==> src/rtl/router_fsm_np_pkg.sv <==
`default_nettype none
// ============================================================================
//  Module      : router_pkg
//  Description : Shared types and helpers for the parametrised router control
//                FSM: the 4-bit state enumeration and the header address width
//                helper used to size the address field and latched port.
//  Revision    : 1.0 - initial release
// ============================================================================
package router_pkg;

   // The state values are fixed so that any unused 4-bit code is an illegal
   // encoding that the next-state logic sends back to DA.
   typedef enum logic [3:0] {
      DA   = 4'd0,   // decode address
      LFD  = 4'd1,   // load first data (header byte)
      LD   = 4'd2,   // load data
      FFS  = 4'd3,   // FIFO full state
      LAF  = 4'd4,   // load after full
      LP   = 4'd5,   // load parity
      CPE  = 4'd6,   // check parity error
      WTE  = 4'd7,   // wait till empty
      DROP = 4'd8    // discard packet addressed to a nonexistent port
   } state_e;

   // Header address width: clog2(n) but never less than one bit.
   function automatic int addr_w(input int n);
      return (n <= 2) ? 1 : $clog2(n);
   endfunction

endpackage : router_pkg
`default_nettype wire

==> src/rtl/router_fsm_np_if.sv <==
`default_nettype none
// ============================================================================
//  Module      : router_fsm_np_if
//  Description : Bundle of the control/status signals between the router FSM
//                and its neighbours (source, register/parity block,
//                synchroniser and FIFO bank).
//  Ports       : master - environment side (drives the FSM inputs)
//                slave  - FSM side (drives strobes, busy, write enable,
//                         sel_port, pkt_dropped)
//  Revision    : 1.0 - initial release
// ============================================================================
interface router_fsm_np_if
   import router_pkg::*;
#(
   parameter int NUM_PORTS = 3,
   parameter int ADDR_W    = addr_w(NUM_PORTS)
);

   // Inputs to the FSM
   logic                  pkt_valid;
   logic                  parity_done;
   logic                  low_pkt_valid;
   logic [ADDR_W-1:0]     data_in;
   logic [NUM_PORTS-1:0]  fifo_full;
   logic [NUM_PORTS-1:0]  fifo_empty;
   logic [NUM_PORTS-1:0]  soft_reset;

   // Outputs from the FSM
   logic                  busy;
   logic                  detect_add;
   logic                  lfd_state;
   logic                  ld_state;
   logic                  laf_state;
   logic                  full_state;
   logic                  rst_int_reg;
   logic                  write_enb_reg;
   logic [ADDR_W-1:0]     sel_port;
   logic                  pkt_dropped;

   modport master (
      output pkt_valid, parity_done, low_pkt_valid, data_in,
             fifo_full, fifo_empty, soft_reset,
      input  busy, detect_add, lfd_state, ld_state, laf_state, full_state,
             rst_int_reg, write_enb_reg, sel_port, pkt_dropped
   );

   modport slave (
      input  pkt_valid, parity_done, low_pkt_valid, data_in,
             fifo_full, fifo_empty, soft_reset,
      output busy, detect_add, lfd_state, ld_state, laf_state, full_state,
             rst_int_reg, write_enb_reg, sel_port, pkt_dropped
   );

endinterface : router_fsm_np_if
`default_nettype wire

==> src/rtl/router_fsm_np.sv <==
`default_nettype none
// ============================================================================
//  Module      : router_fsm_np
//  Description : Router control FSM for NUM_PORTS destination FIFOs. Decodes
//                the header address, latches the destination, sequences the
//                load strobes / FIFO write enable / busy back-pressure, and
//                drops packets addressed to a nonexistent port.
//  Ports       : clk  - system clock, rising edge
//                rstn - asynchronous active-low reset
//                bus  - router_fsm_np_if.slave (all control/status signals)
//  Revision    : 1.0 - initial release
// ============================================================================
module router_fsm_np
   import router_pkg::*;
#(
   parameter int NUM_PORTS = 3,
   parameter int ADDR_W    = addr_w(NUM_PORTS)
) (
   input  wire logic          clk,
   input  wire logic          rstn,
   router_fsm_np_if.slave     bus
);

   // Per-port vectors are zero-extended to the full address range so that
   // any ADDR_W-bit index is in range; nonexistent ports read as 0.
   localparam int               PAD_W      = 1 << ADDR_W;
   localparam logic [ADDR_W:0]  PORT_LIMIT = (ADDR_W+1)'(NUM_PORTS);

   state_e              state_q, state_d;
   logic [ADDR_W-1:0]   sel_port_q;
   logic                pkt_dropped_q;

   logic [PAD_W-1:0]    w_full_pad, w_empty_pad, w_srst_pad;
   logic                w_addr_valid;
   logic                w_hdr_empty;
   logic                w_sel_full;
   logic                w_sel_empty;
   logic                w_sel_srst;

   logic                w_busy, w_detect_add, w_lfd, w_ld, w_laf, w_full;
   logic                w_rst_int, w_write_enb;

   assign w_full_pad   = PAD_W'(bus.fifo_full);
   assign w_empty_pad  = PAD_W'(bus.fifo_empty);
   assign w_srst_pad   = PAD_W'(bus.soft_reset);

   assign w_addr_valid = ({1'b0, bus.data_in} < PORT_LIMIT);
   assign w_hdr_empty  = w_empty_pad[bus.data_in];
   assign w_sel_full   = w_full_pad[sel_port_q];
   assign w_sel_empty  = w_empty_pad[sel_port_q];
   // A dropped packet may leave sel_port at a nonexistent port; the padded
   // vector makes its soft reset read as 0 there.
   assign w_sel_srst   = w_srst_pad[sel_port_q];

   // ---------------------------------------------------------------- state reg
   always_ff @(posedge clk or negedge rstn) begin
      if (!rstn) begin
         state_q <= DA;
      end else begin
         state_q <= state_d;
      end
   end

   // --------------------------------------------------------------- next state
   always_comb begin
      state_d = state_q;
      if (state_q != DA && w_sel_srst) begin
         // Timeout on the selected FIFO aborts the packet from any state.
         state_d = DA;
      end else begin
         case (state_q)
            DA: begin
               if (bus.pkt_valid) begin
                  if (!w_addr_valid)    state_d = DROP;
                  else if (w_hdr_empty) state_d = LFD;
                  else                  state_d = WTE;
               end
            end
            LFD:     state_d = LD;
            LD: begin
               if (w_sel_full)          state_d = FFS;
               else if (!bus.pkt_valid) state_d = LP;
            end
            FFS: begin
               if (!w_sel_full)         state_d = LAF;
            end
            LAF: begin
               if (bus.parity_done)        state_d = DA;
               else if (bus.low_pkt_valid) state_d = LP;
               else                        state_d = LD;
            end
            LP:      state_d = CPE;
            CPE:     state_d = w_sel_full ? FFS : DA;
            WTE: begin
               if (w_sel_empty)         state_d = LFD;
            end
            DROP: begin
               if (!bus.pkt_valid)      state_d = DA;
            end
            default: state_d = DA;
         endcase
      end
   end

   // ----------------------------------------------------------- output decode
   always_comb begin
      w_busy       = 1'b0;
      w_detect_add = 1'b0;
      w_lfd        = 1'b0;
      w_ld         = 1'b0;
      w_laf        = 1'b0;
      w_full       = 1'b0;
      w_rst_int    = 1'b0;
      w_write_enb  = 1'b0;
      case (state_q)
         DA:   w_detect_add = 1'b1;
         LFD:  begin w_lfd = 1'b1;  w_busy = 1'b1; end
         LD:   begin w_ld  = 1'b1;  w_write_enb = 1'b1; end
         FFS:  begin w_full = 1'b1; w_busy = 1'b1; end
         LAF:  begin w_laf = 1'b1;  w_busy = 1'b1; w_write_enb = 1'b1; end
         LP:   begin w_busy = 1'b1; w_write_enb = 1'b1; end
         CPE:  begin w_rst_int = 1'b1; w_busy = 1'b1; end
         WTE:  w_busy = 1'b1;
         default: ;
      endcase
   end

   // ------------------------------------------------ destination / drop pulse
   always_ff @(posedge clk or negedge rstn) begin
      if (!rstn) begin
         sel_port_q    <= '0;
         pkt_dropped_q <= 1'b0;
      end else begin
         if (state_q == DA && bus.pkt_valid) begin
            sel_port_q <= bus.data_in;
         end
         // High only on the edge that moves the FSM into DROP.
         pkt_dropped_q <= (state_d == DROP) && (state_q != DROP);
      end
   end

   assign bus.busy          = w_busy;
   assign bus.detect_add    = w_detect_add;
   assign bus.lfd_state     = w_lfd;
   assign bus.ld_state      = w_ld;
   assign bus.laf_state     = w_laf;
   assign bus.full_state    = w_full;
   assign bus.rst_int_reg   = w_rst_int;
   assign bus.write_enb_reg = w_write_enb;
   assign bus.sel_port      = sel_port_q;
   assign bus.pkt_dropped   = pkt_dropped_q;

endmodule : router_fsm_np
`default_nettype wire

==> src/flat_wrapper.sv <==
// flat-port wrapper written by rule: the top's interface ports become plain ports
module router_fsm_np_flat import router_pkg::*;
#(
   parameter int NUM_PORTS = 3,
   parameter int ADDR_W    = addr_w(NUM_PORTS)
)
  (clk, rstn, bus_pkt_valid, bus_parity_done, bus_low_pkt_valid, bus_data_in, bus_fifo_full, bus_fifo_empty, bus_soft_reset, bus_busy, bus_detect_add, bus_lfd_state, bus_ld_state, bus_laf_state, bus_full_state, bus_rst_int_reg, bus_write_enb_reg, bus_sel_port, bus_pkt_dropped);
  router_fsm_np_if #(.NUM_PORTS(NUM_PORTS), .ADDR_W(ADDR_W)) bus_i ();
  input  wire logic clk;
  input  wire logic rstn;
  input wire logic [$bits(bus_i.pkt_valid)-1:0] bus_pkt_valid;
  input wire logic [$bits(bus_i.parity_done)-1:0] bus_parity_done;
  input wire logic [$bits(bus_i.low_pkt_valid)-1:0] bus_low_pkt_valid;
  input wire logic [$bits(bus_i.data_in)-1:0] bus_data_in;
  input wire logic [$bits(bus_i.fifo_full)-1:0] bus_fifo_full;
  input wire logic [$bits(bus_i.fifo_empty)-1:0] bus_fifo_empty;
  input wire logic [$bits(bus_i.soft_reset)-1:0] bus_soft_reset;
  output wire logic [$bits(bus_i.busy)-1:0] bus_busy;
  output wire logic [$bits(bus_i.detect_add)-1:0] bus_detect_add;
  output wire logic [$bits(bus_i.lfd_state)-1:0] bus_lfd_state;
  output wire logic [$bits(bus_i.ld_state)-1:0] bus_ld_state;
  output wire logic [$bits(bus_i.laf_state)-1:0] bus_laf_state;
  output wire logic [$bits(bus_i.full_state)-1:0] bus_full_state;
  output wire logic [$bits(bus_i.rst_int_reg)-1:0] bus_rst_int_reg;
  output wire logic [$bits(bus_i.write_enb_reg)-1:0] bus_write_enb_reg;
  output wire logic [$bits(bus_i.sel_port)-1:0] bus_sel_port;
  output wire logic [$bits(bus_i.pkt_dropped)-1:0] bus_pkt_dropped;
  assign bus_i.pkt_valid = bus_pkt_valid;
  assign bus_i.parity_done = bus_parity_done;
  assign bus_i.low_pkt_valid = bus_low_pkt_valid;
  assign bus_i.data_in = bus_data_in;
  assign bus_i.fifo_full = bus_fifo_full;
  assign bus_i.fifo_empty = bus_fifo_empty;
  assign bus_i.soft_reset = bus_soft_reset;
  assign bus_busy = bus_i.busy;
  assign bus_detect_add = bus_i.detect_add;
  assign bus_lfd_state = bus_i.lfd_state;
  assign bus_ld_state = bus_i.ld_state;
  assign bus_laf_state = bus_i.laf_state;
  assign bus_full_state = bus_i.full_state;
  assign bus_rst_int_reg = bus_i.rst_int_reg;
  assign bus_write_enb_reg = bus_i.write_enb_reg;
  assign bus_sel_port = bus_i.sel_port;
  assign bus_pkt_dropped = bus_i.pkt_dropped;
  router_fsm_np #(.NUM_PORTS(NUM_PORTS), .ADDR_W(ADDR_W)) u_core (.clk(clk), .rstn(rstn), .bus(bus_i));
endmodule
==> config.mk <==
export PLATFORM = sky130hd
export DESIGN_NAME = router_fsm_np_flat
export DESIGN_NICKNAME = d
export VERILOG_FILES = /design/src/rtl/router_fsm_np_pkg.sv /design/src/rtl/router_fsm_np_if.sv /design/src/rtl/router_fsm_np.sv /design/src/flat_wrapper.sv
export SDC_FILE = /design/constraint.sdc
export NUM_CORES = 1
export LEC_CHECK = 0
export BUFFER_PORTS_ARGS = -buffer_cell sky130_fd_sc_hd__buf_2
export CAP_MARGIN = 0
export CORE_AREA = 2 2 46 48
export CTS_BUF_LIST = sky130_fd_sc_hd__clkbuf_2 sky130_fd_sc_hd__clkbuf_4 sky130_fd_sc_hd__clkbuf_8
export CTS_CLUSTER_DIAMETER = 200
export CTS_CLUSTER_SIZE = 8
export DETAILED_ROUTE_END_ITERATION = 12
export DIE_AREA = 0 0 48 50
export PLACE_DENSITY = 0.59
export SLEW_MARGIN = 20
export SYNTH_ARGS = -nofsm -noshare
export SYNTH_HDL_FRONTEND = slang
export SYNTH_SLANG_ARGS = --single-unit
==> constraint.sdc <==
create_clock -name clk -period 4.5 [get_ports clk]
set_input_delay 0.9 -clock clk [delete_from_list [all_inputs] [get_ports clk]]
set_output_delay 0.9 -clock clk [all_outputs]
set_load 0.02 [all_outputs]
==> flow_results.org <==
** CTS
- Counting the buffers created by CTS gives 3.
- Clock Sink Count :: 7
- Hold repair after CTS inserted 0 buffers.
- In this run, post-CTS repair resized a total of 0 instances.
- After clock tree synthesis, the clock-pin slew on the worst setup and hold paths is 0.05 ns.
- Buffer depth of the longest clock path :: 2
- H-tree depth :: 1
- TritonCTS clock tree :: yes
- The later pin in the worst-skew pair is clocked with a latency of 0.24 ns.
- After clock tree synthesis, the setup repair step added 0 buffers.
- Clock tree synthesis selected as its root buffer the cell clkbuf_4.

** Power and ir drop
- Leakage :: 0.349 nW
- Across the VDD grid, the largest voltage drop is 0.191 mV.
- NetSw :: 0.230 mW
- Internal power summed over all cells :: 0.245 mW
- Of the total power, the share spent switching nets is 48.4%.
- Proportion of power drawn by flip-flops and latches :: 32.5%
- Combinational logic burns 54.8% of the power.
- Per report_power, the clock group accounts for 12.7% of the total.
- Power density cells :: 595 nW/um^2

** Setup path
- In this run the register-to-register setup slack is 2.79 ns.
- Required arrival time at the worst endpoint :: 3.60 ns
- On the worst path, the slowest cell contributes a delay of 0.55 ns.
- Critical Path, Cell by Cell :: nand2b_1, nor3_1, buf_2
- STA classifies the critical path endpoint as an output port.
- Max stage delay cell, worst path :: dfrtp_1
- The critical path is of the flip-flop to output port type.
- At the worst endpoint, the arrival time is 1.46 ns.
- Of all nets on the critical path, the largest fanout is 17.
- Nature of the critical path startpoint :: flip-flop

** Drt
- Post-detailed-route DRC marker count :: 0
- Routed wire length :: 1510 um
- Number of nets with antenna violations after detailed routing :: 0
- After detailed routing, the average wire length per cell comes to 12.1 um.
- The pre-antenna-repair detailed-routing pass consisted of 4 iterations.
- Number of design-rule violations left by the first detailed-router iteration :: 7
- Average via count per standard cell :: 5.31
- The routed layout has 664 vias.

** Synth
- Cells after Synth :: 74
- During synthesis, Yosys emitted a total of 0 warnings.
- Yosys mapped the design onto 32 distinct sky130hd cell types.
- The cell area that synthesis handed to floorplanning was 636 sq um.
- Post-Synthesis Mean Instance Area :: 8.59 sq um
- Counting flops and latches in the post-synthesis netlist gives 7.
- Counting every net in the synthesized netlist gives 90.
- Seq/Total Area, Yosys :: 27.6%

** Floorplan
- 27 I/O pins were placed.
- Initial cell density of the core :: 33.4%
- The floorplan step set the die width to 48 um.
- Number of rows in the core area :: 16
- Total die area :: 2400 sq um
- Die Y :: 50 um
- Standard cell core area :: 1900 sq um

** GRT
- The via count of the first global-routing pass came to 597.
- Entering global routing, the biggest net connects 18 pins.
- Gr ovfl total :: 0
- Overall fraction of global-route tracks in use :: 14.1%
- The number of antenna violations at the first check in global routing came to 0.
- The first global-routing pass estimated 2480 um of wire.

** STA
- Setup violation total in the final timing report :: 0
- Maximum clock frequency :: 424 MHz
- Worst slack on hold paths :: 0.476 ns
- The worst path uses 52.5% of the clock period.
- At the pin with the least slew margin, the transition time is 0.496 ns.
- The worst pin sits at a relative slew slack of 66.9%.
- Setup total negative slack on the finished layout was measured at 0 ns.
- Setup repair after global routing left no endpoint under its margin.
- After layout, the minimum clock period comes to 2.36 ns.
- Worst-case setup margin in the final layout :: 2.14 ns
- Clock skew after layout :: 0.00117 ns
- Number of endpoints with negative hold slack in the final report :: 0
- The max-slew violation count was 0.

** Layout
- Proportion of layout cells with a drive suffix above 1 :: 37.8%
- Layout overhead on the synthesized area :: 25.8%
- Area taken by multi-input logic gates :: 427 sq um
- The layout has 205 filler cells.
- Summing all flip-flop and latch instances after layout gives 175 sq um.
- Antenna cell count :: 0
- The top cell types in the final layout, fill and taps aside, are buf_2 (26), nand2b_1 (7), dfrtp_1 (7).
- At the end of the flow, the number of nets in the layout was 115.
- The library cell used most frequently in the layout, excluding fill and tap cells, is buf_2.
- Once layout is done, the placed cells without fillers occupy 800 sq um.
- Final design utilization :: 42.0%

** Placement
- Input and output buffers added on the ports amount to 26.
- Final GP Congestion :: 0.723
- Once detailed placement completed, the half-perimeter wirelength came to 1170 um.
- Prior to clock tree synthesis, the placed netlist has a worst setup slack of 2.39 ns.
- After detailed placement, the total cell area comes to 769 sq um.

** Status
- The flow ran to the end, and the final reports show no timing, DRC or antenna violations.

** Min path
- Type of the tightest min-delay check :: input pin to asynchronous set/reset pin

** Run
- Across the run, the number of max-cap violations was 0.
[through the flow]
stage	power [mW]	cells
after CTS	0.482	125
after global routing	0.515	125
after detailed placement	0.418	121
after global placement	0.417	121
final	0.476	125
after floorplan	0.351	74
[state kept, by name (all words and copies together), names as in the netlist]
register	cells
u_core.bus.sel_port	2
u_core.bus.pkt_dropped	1
u_core.state_q	4
[worst max-delay path, delay by kind of cell (launching register included)]
kind	cells	cell delay (ns)
buffers and inverters	1	0.21
DFF	1	0.55
and+or+nand+nor	2	0.46
[power by group through the flow]
stage | sequential, mW | clock (mW) | combinational [mW]
6_report | 0.155 | 0.0604 | 0.261
5_1_grt | 0.165 | 0.0654 | 0.285
3_5_place_dp | 0.156 | 0 | 0.262
4_1_cts | 0.156 | 0.0635 | 0.263
3_3_place_gp | 0.155 | 0 | 0.262
2_1_floorplan | 0.122 | 0 | 0.229
[Yosys cell counts]
master     number  area [sq um]
dfrtp_1         7           175
nand2b_1        7          43.8
nor4_1          6          37.5
clkbuf_1        5          18.8
nor2_1          5          18.8
mux2_2          4          45.0
nand2_1         4          15.0
a21oi_1         3          15.0
a31oi_1         3          18.8
nand3b_1        3          22.5
nor3_1          3          15.0
nand3_1         2          10.0
nor4b_1         2          17.5
o21ai_0         2          10.0
a2bb2oi_1       1          8.76
a311oi_1        1          8.76
and3_1          1          6.26
and4b_1         1          10.0
buf_6           1          11.3
inv_1           1          3.75
maj3_1          1          10.0
mux2i_1         1          10.0
mux2i_2         1          13.8
mux2i_4         1          22.5
nand4b_1        1          8.76
nor4_2          1          12.5
o21bai_1        1          7.51
o22ai_1         1          6.26
o2bb2ai_1       1          8.76
o31ai_1         1          7.51
or3_1           1          6.26
or4b_1          1          10.0
[worst paths after layout]
path / from / to / cells after the start
worst max-delay path: u_core.state_q[1] / bus_laf_state / 3
worst min-delay path: rstn / u_core.bus.sel_port[1] / 1
worst max register to register: u_core.bus.sel_port[1] / u_core.state_q[2] / 4
worst min register to register: u_core.bus.sel_port[0] / u_core.bus.sel_port[0] / 2
max in group asynchronous: rstn / u_core.state_q[2] / 1
min in group clk: u_core.bus.sel_port[0] / u_core.bus.sel_port[0] / 2
[layout make-up]
| class | instances | share of cell area (%) |
|---|---|---|
| well taps | 27 | 4.23 |
| inverters | 1 | 0.469 |
| multi-input cells | 60 | 53.4 |
| clock buffers | 4 | 3.76 |
| repair buffers | 26 | 16.3 |
| flip-flops and latches | 7 | 21.9 |
[logic make-up (layout without fill, tap and decap cells)]
family	after synthesis	in the layout	share of synthesized area, %
AO/OA/AOI/OAI	14	14	14.4
adder cells (fa/ha/maj)	1	1	1.57
buffers and inverters	7	31	5.31
flip-flops	7	7	27.6
multiplexers	7	7	14.4
AND/OR/NAND/NOR	38	38	36.8
[routing by layer]
metal | up-vias | GRT usage [%] | routed length (um) | share of wire, %
li1 | 333 | - | - | -
met1 | 309 | 18.9 | 692 | 46
met2 | 20 | 21.8 | 748 | 50
met3 | 2 | 1.10 | 61 | 4.0
met4 | 0 | 6.76 | 8 | 0.53
met5 | - | 0 | 0 | 0
No activity file was read; power rests on OpenSTA's default activity.
